### src/rtl/vx_sfu_pe_sched_if.sv
// Handshake bundle between the SFU dispatcher, the SFU PEs and the merged
// response consumer. The scheduler uses the slave view; its environment the master view.
interface vx_sfu_pe_sched_if #(
    parameter int unsigned PE_COUNT = 2,
    parameter int unsigned REQ_W    = 64,
    parameter int unsigned RSP_W    = 64
);
    localparam int unsigned SEL_W = $clog2(PE_COUNT);

    logic                      req_valid;
    logic [REQ_W-1:0]          req_data;
    logic [SEL_W-1:0]          req_pe_sel;
    logic                      req_ready;
    logic [PE_COUNT-1:0]       pe_req_valid;
    logic [REQ_W-1:0]          pe_req_data;
    logic [PE_COUNT-1:0]       pe_req_ready;
    logic [PE_COUNT-1:0]       pe_rsp_valid;
    logic [PE_COUNT*RSP_W-1:0] pe_rsp_data;
    logic [PE_COUNT-1:0]       pe_rsp_ready;
    logic                      rsp_valid;
    logic [RSP_W-1:0]          rsp_data;
    logic [SEL_W-1:0]          rsp_pe;
    logic                      rsp_ready;
    logic                      flush;
    logic                      flush_done;
    logic                      busy;
    logic                      err;

    modport slave (
        input  req_valid, req_data, req_pe_sel, pe_req_ready, pe_rsp_valid, pe_rsp_data,
               rsp_ready, flush,
        output req_ready, pe_req_valid, pe_req_data, pe_rsp_ready, rsp_valid, rsp_data,
               rsp_pe, flush_done, busy, err
    );

    modport master (
        output req_valid, req_data, req_pe_sel, pe_req_ready, pe_rsp_valid, pe_rsp_data,
               rsp_ready, flush,
        input  req_ready, pe_req_valid, pe_req_data, pe_rsp_ready, rsp_valid, rsp_data,
               rsp_pe, flush_done, busy, err
    );
endinterface

### src/rtl/vx_sfu_pe_sched.sv
// SFU PE scheduler: steers requests to a caller-chosen PE under a per-PE credit
// limit, merges PE responses round-robin into one registered stream, and runs a
// drain/flush handshake that waits for every PE to go quiet.
module vx_sfu_pe_sched #(
    parameter int unsigned PE_COUNT        = 2,
    parameter int unsigned REQ_W           = 64,
    parameter int unsigned RSP_W           = 64,
    parameter int unsigned MAX_OUTSTANDING = 4
) (
    input  logic             clk,
    input  logic             reset,
    vx_sfu_pe_sched_if.slave bus
);
    localparam int unsigned SEL_W = $clog2(PE_COUNT);
    localparam int unsigned CNT_W = $clog2(MAX_OUTSTANDING + 1);
    localparam logic [CNT_W-1:0] CNT_MAX = CNT_W'(MAX_OUTSTANDING);

    typedef enum logic [1:0] {StRun, StDrain, StDone} state_e;

    state_e              r_state;
    state_e              w_state_nxt;
    logic [CNT_W-1:0]    r_cnt [PE_COUNT];
    logic [SEL_W-1:0]    r_ptr;
    logic                r_rsp_valid;
    logic [RSP_W-1:0]    r_rsp_data;
    logic [SEL_W-1:0]    r_rsp_pe;
    logic                r_err;

    logic                w_sel_ok;
    logic                w_cnt_ok;
    logic                w_sel_rdy;
    logic                w_req_ok;
    logic [PE_COUNT-1:0] w_pe_req_valid;
    logic [PE_COUNT-1:0] w_req_fire;
    logic [PE_COUNT-1:0] w_cnt_zero;
    logic [SEL_W-1:0]    w_rr_idx [PE_COUNT];
    logic                w_load;
    logic                w_found;
    logic [SEL_W-1:0]    w_gidx;
    logic [PE_COUNT-1:0] w_grant;
    logic [RSP_W-1:0]    w_gdata;
    logic                w_all_idle;
    logic                w_err_set;

    // Request steering: credit and state gate the selected PE, zero latency.
    always_comb begin
        w_sel_ok       = 32'(bus.req_pe_sel) < PE_COUNT;
        w_cnt_ok       = 1'b0;
        w_sel_rdy      = 1'b0;
        w_pe_req_valid = '0;
        for (int i = 0; i < PE_COUNT; i++) begin
            if (bus.req_pe_sel == SEL_W'(i)) begin
                w_cnt_ok  = r_cnt[i] < CNT_MAX;
                w_sel_rdy = bus.pe_req_ready[i];
            end
        end
        w_req_ok = (r_state == StRun) && w_sel_ok && w_cnt_ok;
        for (int i = 0; i < PE_COUNT; i++) begin
            w_pe_req_valid[i] = bus.req_valid && w_req_ok && (bus.req_pe_sel == SEL_W'(i));
        end
        w_req_fire = w_pe_req_valid & bus.pe_req_ready;
    end

    // Round-robin search starting at r_ptr; grant only when the output register can load.
    always_comb begin
        w_load  = !r_rsp_valid || bus.rsp_ready;
        w_found = 1'b0;
        w_gidx  = '0;
        for (int k = 0; k < PE_COUNT; k++) begin
            w_rr_idx[k] = (32'(r_ptr) + 32'(k) >= PE_COUNT) ?
                          SEL_W'(32'(r_ptr) + 32'(k) - PE_COUNT) :
                          SEL_W'(32'(r_ptr) + 32'(k));
            if (!w_found && bus.pe_rsp_valid[w_rr_idx[k]]) begin
                w_found = 1'b1;
                w_gidx  = w_rr_idx[k];
            end
        end
        w_grant = '0;
        if (w_load && w_found) begin
            w_grant[w_gidx] = 1'b1;
        end
        w_gdata = '0;
        for (int i = 0; i < PE_COUNT; i++) begin
            if (w_gidx == SEL_W'(i)) begin
                w_gdata = bus.pe_rsp_data[i*RSP_W +: RSP_W];
            end
        end
    end

    // Idle detection and protocol-error sources (bad PE index, unsolicited response).
    always_comb begin
        for (int i = 0; i < PE_COUNT; i++) begin
            w_cnt_zero[i] = (r_cnt[i] == '0);
        end
        w_all_idle = (&w_cnt_zero) && !r_rsp_valid;
        w_err_set  = (bus.req_valid && !w_sel_ok) || (|(w_grant & ~w_req_fire & w_cnt_zero));
    end

    // Per-PE outstanding counters; a response with nothing outstanding leaves 0.
    always_ff @(posedge clk) begin
        if (reset) begin
            for (int i = 0; i < PE_COUNT; i++) begin
                r_cnt[i] <= '0;
            end
        end else begin
            for (int i = 0; i < PE_COUNT; i++) begin
                if (w_req_fire[i] && !w_grant[i]) begin
                    r_cnt[i] <= r_cnt[i] + CNT_W'(1);
                end else if (!w_req_fire[i] && w_grant[i] && !w_cnt_zero[i]) begin
                    r_cnt[i] <= r_cnt[i] - CNT_W'(1);
                end
            end
        end
    end

    // Output register, arbiter pointer and sticky error flag.
    always_ff @(posedge clk) begin
        if (reset) begin
            r_rsp_valid <= 1'b0;
            r_rsp_data  <= '0;
            r_rsp_pe    <= '0;
            r_ptr       <= '0;
            r_err       <= 1'b0;
        end else begin
            if (w_load && w_found) begin
                r_rsp_valid <= 1'b1;
                r_rsp_data  <= w_gdata;
                r_rsp_pe    <= w_gidx;
                r_ptr       <= (32'(w_gidx) == PE_COUNT - 1) ? '0 : w_gidx + SEL_W'(1);
            end else if (bus.rsp_ready) begin
                r_rsp_valid <= 1'b0;
            end
            if (w_err_set) begin
                r_err <= 1'b1;
            end
        end
    end

    // Flush FSM state register.
    always_ff @(posedge clk) begin
        if (reset) begin
            r_state <= StRun;
        end else begin
            r_state <= w_state_nxt;
        end
    end

    // Flush FSM next state: DRAIN waits for all PEs and the output register to empty.
    always_comb begin
        w_state_nxt = r_state;
        unique case (r_state)
            StRun:   if (bus.flush) w_state_nxt = StDrain;
            StDrain: if (w_all_idle) w_state_nxt = StDone;
            StDone:  w_state_nxt = StRun;
            default: w_state_nxt = StRun;
        endcase
    end

    assign bus.req_ready    = w_req_ok && w_sel_rdy;
    assign bus.pe_req_valid = w_pe_req_valid;
    assign bus.pe_req_data  = bus.req_data;
    assign bus.pe_rsp_ready = w_grant;
    assign bus.rsp_valid    = r_rsp_valid;
    assign bus.rsp_data     = r_rsp_data;
    assign bus.rsp_pe       = r_rsp_pe;
    assign bus.flush_done   = (r_state == StDone);
    assign bus.busy         = !w_all_idle;
    assign bus.err          = r_err;
endmodule
### src/flat_wrapper.sv
// flat-port wrapper written by rule: the top's interface ports become plain ports
module vx_sfu_pe_sched_flat 
#(
    parameter int unsigned PE_COUNT        = 2,
    parameter int unsigned REQ_W           = 64,
    parameter int unsigned RSP_W           = 64,
    parameter int unsigned MAX_OUTSTANDING = 4
)
  (clk, reset, bus_req_valid, bus_req_data, bus_req_pe_sel, bus_pe_req_ready, bus_pe_rsp_valid, bus_pe_rsp_data, bus_rsp_ready, bus_flush, bus_req_ready, bus_pe_req_valid, bus_pe_req_data, bus_pe_rsp_ready, bus_rsp_valid, bus_rsp_data, bus_rsp_pe, bus_flush_done, bus_busy, bus_err);
  vx_sfu_pe_sched_if #(.PE_COUNT(PE_COUNT), .REQ_W(REQ_W), .RSP_W(RSP_W)) bus_i ();
  input  logic clk;
  input  logic reset;
  input wire logic [$bits(bus_i.req_valid)-1:0] bus_req_valid;
  input wire logic [$bits(bus_i.req_data)-1:0] bus_req_data;
  input wire logic [$bits(bus_i.req_pe_sel)-1:0] bus_req_pe_sel;
  input wire logic [$bits(bus_i.pe_req_ready)-1:0] bus_pe_req_ready;
  input wire logic [$bits(bus_i.pe_rsp_valid)-1:0] bus_pe_rsp_valid;
  input wire logic [$bits(bus_i.pe_rsp_data)-1:0] bus_pe_rsp_data;
  input wire logic [$bits(bus_i.rsp_ready)-1:0] bus_rsp_ready;
  input wire logic [$bits(bus_i.flush)-1:0] bus_flush;
  output wire logic [$bits(bus_i.req_ready)-1:0] bus_req_ready;
  output wire logic [$bits(bus_i.pe_req_valid)-1:0] bus_pe_req_valid;
  output wire logic [$bits(bus_i.pe_req_data)-1:0] bus_pe_req_data;
  output wire logic [$bits(bus_i.pe_rsp_ready)-1:0] bus_pe_rsp_ready;
  output wire logic [$bits(bus_i.rsp_valid)-1:0] bus_rsp_valid;
  output wire logic [$bits(bus_i.rsp_data)-1:0] bus_rsp_data;
  output wire logic [$bits(bus_i.rsp_pe)-1:0] bus_rsp_pe;
  output wire logic [$bits(bus_i.flush_done)-1:0] bus_flush_done;
  output wire logic [$bits(bus_i.busy)-1:0] bus_busy;
  output wire logic [$bits(bus_i.err)-1:0] bus_err;
  assign bus_i.req_valid = bus_req_valid;
  assign bus_i.req_data = bus_req_data;
  assign bus_i.req_pe_sel = bus_req_pe_sel;
  assign bus_i.pe_req_ready = bus_pe_req_ready;
  assign bus_i.pe_rsp_valid = bus_pe_rsp_valid;
  assign bus_i.pe_rsp_data = bus_pe_rsp_data;
  assign bus_i.rsp_ready = bus_rsp_ready;
  assign bus_i.flush = bus_flush;
  assign bus_req_ready = bus_i.req_ready;
  assign bus_pe_req_valid = bus_i.pe_req_valid;
  assign bus_pe_req_data = bus_i.pe_req_data;
  assign bus_pe_rsp_ready = bus_i.pe_rsp_ready;
  assign bus_rsp_valid = bus_i.rsp_valid;
  assign bus_rsp_data = bus_i.rsp_data;
  assign bus_rsp_pe = bus_i.rsp_pe;
  assign bus_flush_done = bus_i.flush_done;
  assign bus_busy = bus_i.busy;
  assign bus_err = bus_i.err;
  vx_sfu_pe_sched #(.PE_COUNT(PE_COUNT), .REQ_W(REQ_W), .RSP_W(RSP_W), .MAX_OUTSTANDING(MAX_OUTSTANDING)) u_core (.clk(clk), .reset(reset), .bus(bus_i));
endmodule
### config.mk
export PLATFORM = sky130hd
export DESIGN_NAME = vx_sfu_pe_sched_flat
export DESIGN_NICKNAME = d
export VERILOG_FILES = /design/src/rtl/vx_sfu_pe_sched_if.sv /design/src/rtl/vx_sfu_pe_sched.sv /design/src/flat_wrapper.sv
export SDC_FILE = /design/constraint.sdc
export NUM_CORES = 1
export LEC_CHECK = 0
export CORE_AREA = 2 2 130 132
export DETAILED_ROUTE_END_ITERATION = 7
export DIE_AREA = 0 0 132 134
export PLACE_DENSITY = 0.63
export SLEW_MARGIN = 40
export SYNTH_ARGS = -nofsm -noshare
export SYNTH_HDL_FRONTEND = slang
export SYNTH_SLANG_ARGS = --single-unit
### constraint.sdc
create_clock -name clk -period 5.6 [get_ports clk]
set_input_delay 0.84 -clock clk [delete_from_list [all_inputs] [get_ports clk]]
set_output_delay 0.84 -clock clk [all_outputs]
set_load 0.01 [all_outputs]
======== Yosys cells after proc, flatten, opt, wreduce, memory -nomap -nowiden ========
Memories as Yosys holds them, arrays and structs flattened.
Index checks and enable logic that the tools add are counted.
operators by class
  $add $sub $neg .......................... 8
  order comparisons ....................... 8
  equality and inequality tests ........... 4
  multiplexer cells ....................... 42
  bitwise operators ....................... 9
  reductions and logical operators ........ 32
operators by type and width
  cell                                                         number
  2-to-1 mux 64 bit                                            1
  2-to-1 mux 1 bit                                             32
  logical AND 1 bit                                            15
  2-to-1 mux 3 bit                                             4
  zero test 1 bit                                              9
  adder 3 x 1 -> 3 bit (second input constant)                 2
  bitwise AND 2 bit                                            3
  zero test 3 bit                                              2
  less-than comparator 1 x 2 -> 1 bit (second input constant)  3
  less-than comparator 3 bit (second input constant)           2
  2-to-1 mux 2 bit                                             3
  subtractor 3 x 1 -> 3 bit (second input constant)            2
  OR 1 bit                                                     4
  case mux 2 bit (2 select lines)                              1
  AND reduction 2 bit                                          2
  adder 1 x 1 -> 2 bit (second input constant)                 1
  == test 2 x 1 -> 1 bit (second input constant)               1
  == test 2 bit (second input constant)                        1
  >= comparator 1 x 2 -> 1 bit (second input constant)         1
  >= comparator 2 bit (second input constant)                  1
  zero test 2 bit                                              1
  inequality test 2 x 1 -> 1 bit (second input constant)       1
  inequality test 2 bit (second input constant)                1
  inverter 2 bit                                               1
  8 further kinds                                              9
storage, ports and cells
  flip-flop bits (word level) ............. 70
  memory bits (writable) .................. 6
  bits of input ports ..................... 202
  output and inout bits ................... 138
  memories ................................ 1
memory list
  memory        depth  bits a word  read ports  clocked after memory_dff  wr ports  RTL line               source
  u_core.r_cnt  2      3            2           0                         2         vx_sfu_pe_sched.sv:22  logic [CNT_W-1:0] r_cnt [PE_COUNT];

======== Logic depth before layout (Yosys ltp) ========
  depth after elaboration ................. 20
  gate-level depth with buffers ........... 9

======== Worst setup path after synthesis ========
No wires, ideal clock.
  kind .................................... input to register
  start point ............................. in bus_rsp_ready
  end point ............................... mem u_core.r_cnt[0][2] (netlist bit) (data pin)
  arrival ................................. 2,499 ps
  path slack .............................. 2,841 ps
  cell stages on the path ................. 8
  buffers on the path ..................... 1
  path through ............................ nand2b_1 -> nand3_1 -> or4_4 -> buf_6 -> fa_1 -> xnor2_1 -> nand3b_1 -> o21ai_0
RTL lines
  element          RTL line               source
  start, declared  flat_wrapper.sv:19     input wire logic [$bits(bus_i.rsp_ready)-1:0] bus_rsp_ready;
  end, declared    vx_sfu_pe_sched.sv:22

======== Final worst setup path ========
  start point ............................. in bus_req_pe_sel
  end point ............................... out bus_req_ready
between the ends
  cells in the longest elaborated chain, start to end .. 3
  elaborated cells on any way between the ends .. 4
RTL lines
  element                RTL line                source
  start, declared        flat_wrapper.sv:15      input wire logic [$bits(bus_i.req_pe_sel)-1:0] bus_req_pe_sel;
  2-to-1 mux 1 bit       vx_sfu_pe_sched.sv:52   if (bus.req_pe_sel == SEL_W'(i)) begin
  logical AND 1 bit      vx_sfu_pe_sched.sv:57   w_req_ok = (r_state == StRun) && w_sel_ok && w_cnt_ok;
  logical AND 1 bit (*)  vx_sfu_pe_sched.sv:159  assign bus.req_ready = w_req_ok && w_sel_rdy;
  end, declared          flat_wrapper.sv:21      output wire logic [$bits(bus_i.req_ready)-1:0] bus_req_ready;
Mark *: on every way between the ends. The rest lies on a longest branch, timed or not.

==> impl_results.md <==
* Fraction of synthesized cell area in xor and xnor cells at 0.250%
* Post-Synth Simple-Gate Area at 12.4%
* Resized Gates After CTS at 0
* Met2 Routed Length at 6.33 mm
* Area growth syn-to-layout at 60.9%
* Adder-cell area share of the yosys netlist at 1.64%
* Number of instances in the synthesized netlist at 366
* Number of DRC markers in iteration 0 at 419
* Largest net degree at the start of global routing at 77
* Count of pins on the block boundary at 340
* Met1 Wirelength at 4.82 mm
* Total clock sinks at 76
* Core Region at 16,300 um^2
* Leak at 2.05 nW
* Number of nets in the synthesized netlist at 572
* Number of violations of the max-capacitance limit at 0
* Remaining max-slew budget at the tightest pin at 49.7%
* Wire length per cell after detailed routing at 18.1 um
* Peak fanout along the critical path at 4
* Number of core rows at 47
* Startpoint of the most critical hold path: u_core.bus.rsp_pe
* Status: complete, no violations
* Worst-Skew Late Latency at 340 ps
* Cell area after technology mapping at 3510 um^2
* Hold_buf cts at 0
* Compound-Gate Fraction of Synth Area at 21.9%
* Post-Route Setup TNS at 0 ps
* Max Transition Viols Final at 0
* IO buf count at 211
* Die X-Extent at 132 um
* Flops & latches, synth at 76
* Top cell type by total area after synthesis: sky130_fd_sc_hd__dfxtp_1
* Min Hold Slack at 488 ps
* Combined global-route utilization of all metal layers at 14.3%
* Antenna violations before repair at 0
* Vertical die dimension at 134 um
* Final cycle utilization of the critical path at 62.5%
* Area of the die at 17,700 um^2
* Arrival time of data at the critical path endpoint at 2660 ps
* Maximum vdd ir drop at 0.000116 V
* Via Count at 3,484
* Number of nets in the finished design at 704
* Number of remaining DRC errors at 0
* Final wirelength at 13.1 mm
* Total count of hold-check failures in the final report at 0
* Clock period minus worst slack at 3500 ps
* Number of warnings issued by yosys at 0
* Worst setup path start: bus_req_pe_sel
* Setup CP Type: primary input to output port
* Cell types occupying the most area after synthesis: sky130_fd_sc_hd__dfxtp_1 (40%), sky130_fd_sc_hd__a222oi_1 (18%), sky130_fd_sc_hd__buf_4 (14%), sky130_fd_sc_hd__nor2_1 (7.9%), sky130_fd_sc_hd__edfxtp_1 (5.1%)
* CP endpoint kind: output port
* Uppermost signal routing layer after detailed routing: met4
* Count of endpoints failing setup in the final report at 0
* Worst Hold Endpoint: u_core.bus.rsp_pe
* TritonCTS clock tree: built
* Type of the tightest min-delay check: flip-flop to flip-flop
* Number of H-tree levels at 3
* Clock transition at path regs at 60 ps
* Placer Congestion at 0.759
* Wire length of the first global-routing pass at 19.7 mm
* Remaining global-route overflow at 0
* N_diodes at 0
* Number of cells on the worst hold path at 2
* Endpoint of the worst-slack reg-to-reg timing path: u_core.r_cnt[0][2]
* Mux contribution to synthesized area at 0.321%
* Pin slew with the least headroom to its limit at 747 ps
* R2R depth at 7
* Top-area cell type share of the netlist area at 39.9%
* Master cell of the clock root buffer: sky130_fd_sc_hd__clkbuf_16
* Buffers inserted by post-CTS timing repair at 0
* Origin of the critical flop-to-flop path: u_core.bus.rsp_valid
* Setup repair after global routing missed its margin: false
* Sum of net half-perimeters after detailed placement at 9.48 mm
* Share of final-layout standard cells stronger than drive strength 1 at 5.96%
* Max Clk Rate at 0.286 GHz
* Met3 routed WL at 1.52 mm
* CTS Buf Count at 9
* Setup slack, reg-to-reg at 3130 ps
* Dpl cells at 706
* Average instance area after synthesis at 9.59 um^2
* Critical Path Start Type: primary input
* Number of distinct library cells after synthesis at 40
* TritonRoute pass-1 iters at 8
* Largest family of logic cells by synthesized area: compound AO/OA/AOI/OAI gates
* Initial core utilization at 21.5%
* Non-Filler Instances at 723
* Worst setup skew after layout at 6.86 ps
* Data required, critical path at 4760 ps
* Power density of the placed cells at 282 nW/um^2
* Number of global-route vias before repair at 3,523
* Clk buf depth at 2
* Vias per cell at 4.82
* Post-synthesis sequential area ratio at 45.1%
* Remaining number of nets flagged by the antenna check after routing at 0
==> cells in the final DEF, fill, tap and decap left out, drive strengths merged, types with 2 or more instances in the layout <==
cell type,instances
a211oi,3
a21oi,7
a222oi,64
buf,6
clkbuf,10
clkdlybuf4s50,210
clkinv,3
dfxtp,70
edfxtp,6
ha,3
inv,10
nand2b,2
nand3,2
nand3b,2
nor2,75
nor3,4
o21ai,3
o31ai,2
or3b,2
or4,2
==> through the flow <==
stage,util [%],cell area (um^2),power (mW),worst slack [ps]
6_report,34.7,5650,1.59,2100
5_1_grt,34.7,5650,1.67,2010
4_1_cts,34.5,5630,1.62,2060
3_5_place_dp,32.6,5320,0.998,2090
3_3_place_gp,32.6,5320,0.992,2090
2_1_floorplan,-,3510,0.830,2840
==> registers in the layout (all words and copies together), names as in the netlist <==
register / cells
u_core.bus.rsp_valid: 1
u_core.r_state: 2
u_core.r_cnt: 6
u_core.bus.rsp_data: 64
u_core.bus.err: 1
u_core.bus.rsp_pe: 1
u_core.r_ptr: 1
==> critical path: stages <==
cell,delay [ps]
sky130_fd_sc_hd__clkdlybuf4s50_1,450
sky130_fd_sc_hd__or3b_2,500
sky130_fd_sc_hd__a211oi_1,250
sky130_fd_sc_hd__clkdlybuf4s50_1,610
==> synth_stat cells (all sizes together) <==
cell type,n
and2b,1
and2,1
o31ai,2
xnor2,1
nor2b,1
nor3b,1
nor4b,1
buf,76
fa,1
a211oi,3
inv,8
nand2b,2
nand3b,2
a222oi,64
nor4,1
clkbuf,19
or3b,2
ha,3
o21ai,3
o22a,1
or4,2
a22oi,1
nor3,4
nand3,2
edfxtp,6
a21oi,7
a21o,1
a2111oi,1
dfxtp,70
nor2,75
and3b,1
a221oi,1
nand2,1
mux2,1
==> logic make-up after synthesis <==
kind of cell    after synthesis
compound gates               84
flops                        76
buf+inv                     103
fa+ha+maj                     4
mux                           1
simple gates                 97
xor+xnor                      1
==> final cells by class <==
cell class                 instances  area, um^2
fill                            1625       10600
clock inverter                     6        70.1
tap                              220         275
sequential                        76        1580
clock buffer                      10         239
multi-input combinational        187        1290
inverter                           8        30.0
timing repair buffer             216        2160
==> routing by layer <==
layer,vias to the layer above,global-route usage (%)
met2,217,23.8
met5,-,0
met4,0,6.88
met1,1638,15.7
li1,1587,-
met3,42,6.27
==> how the worst max path moves through the flow <==
stage | to | slack [ps] | cells after the start
floorplan | u_core.r_cnt[0][2] | 2840 | 8
global placement | bus_req_ready | 2090 | 4
detailed placement | bus_req_ready | 2090 | 4
CTS | bus_req_ready | 2060 | 4
global route | bus_req_ready | 2010 | 4
finish | bus_req_ready | 2100 | 4
==> power by group <==
| part | internal, mW | total [mW] | switching (mW) |
|---|---|---|---|
| logic | 0.214 | 0.362 | 0.148 |
| clock network | 0.361 | 0.602 | 0.241 |
| registers | 0.597 | 0.627 | 0.0304 |
| total | 1.17 | 1.59 | 0.420 |
Note: power is estimated with default switching activity, not from simulation.
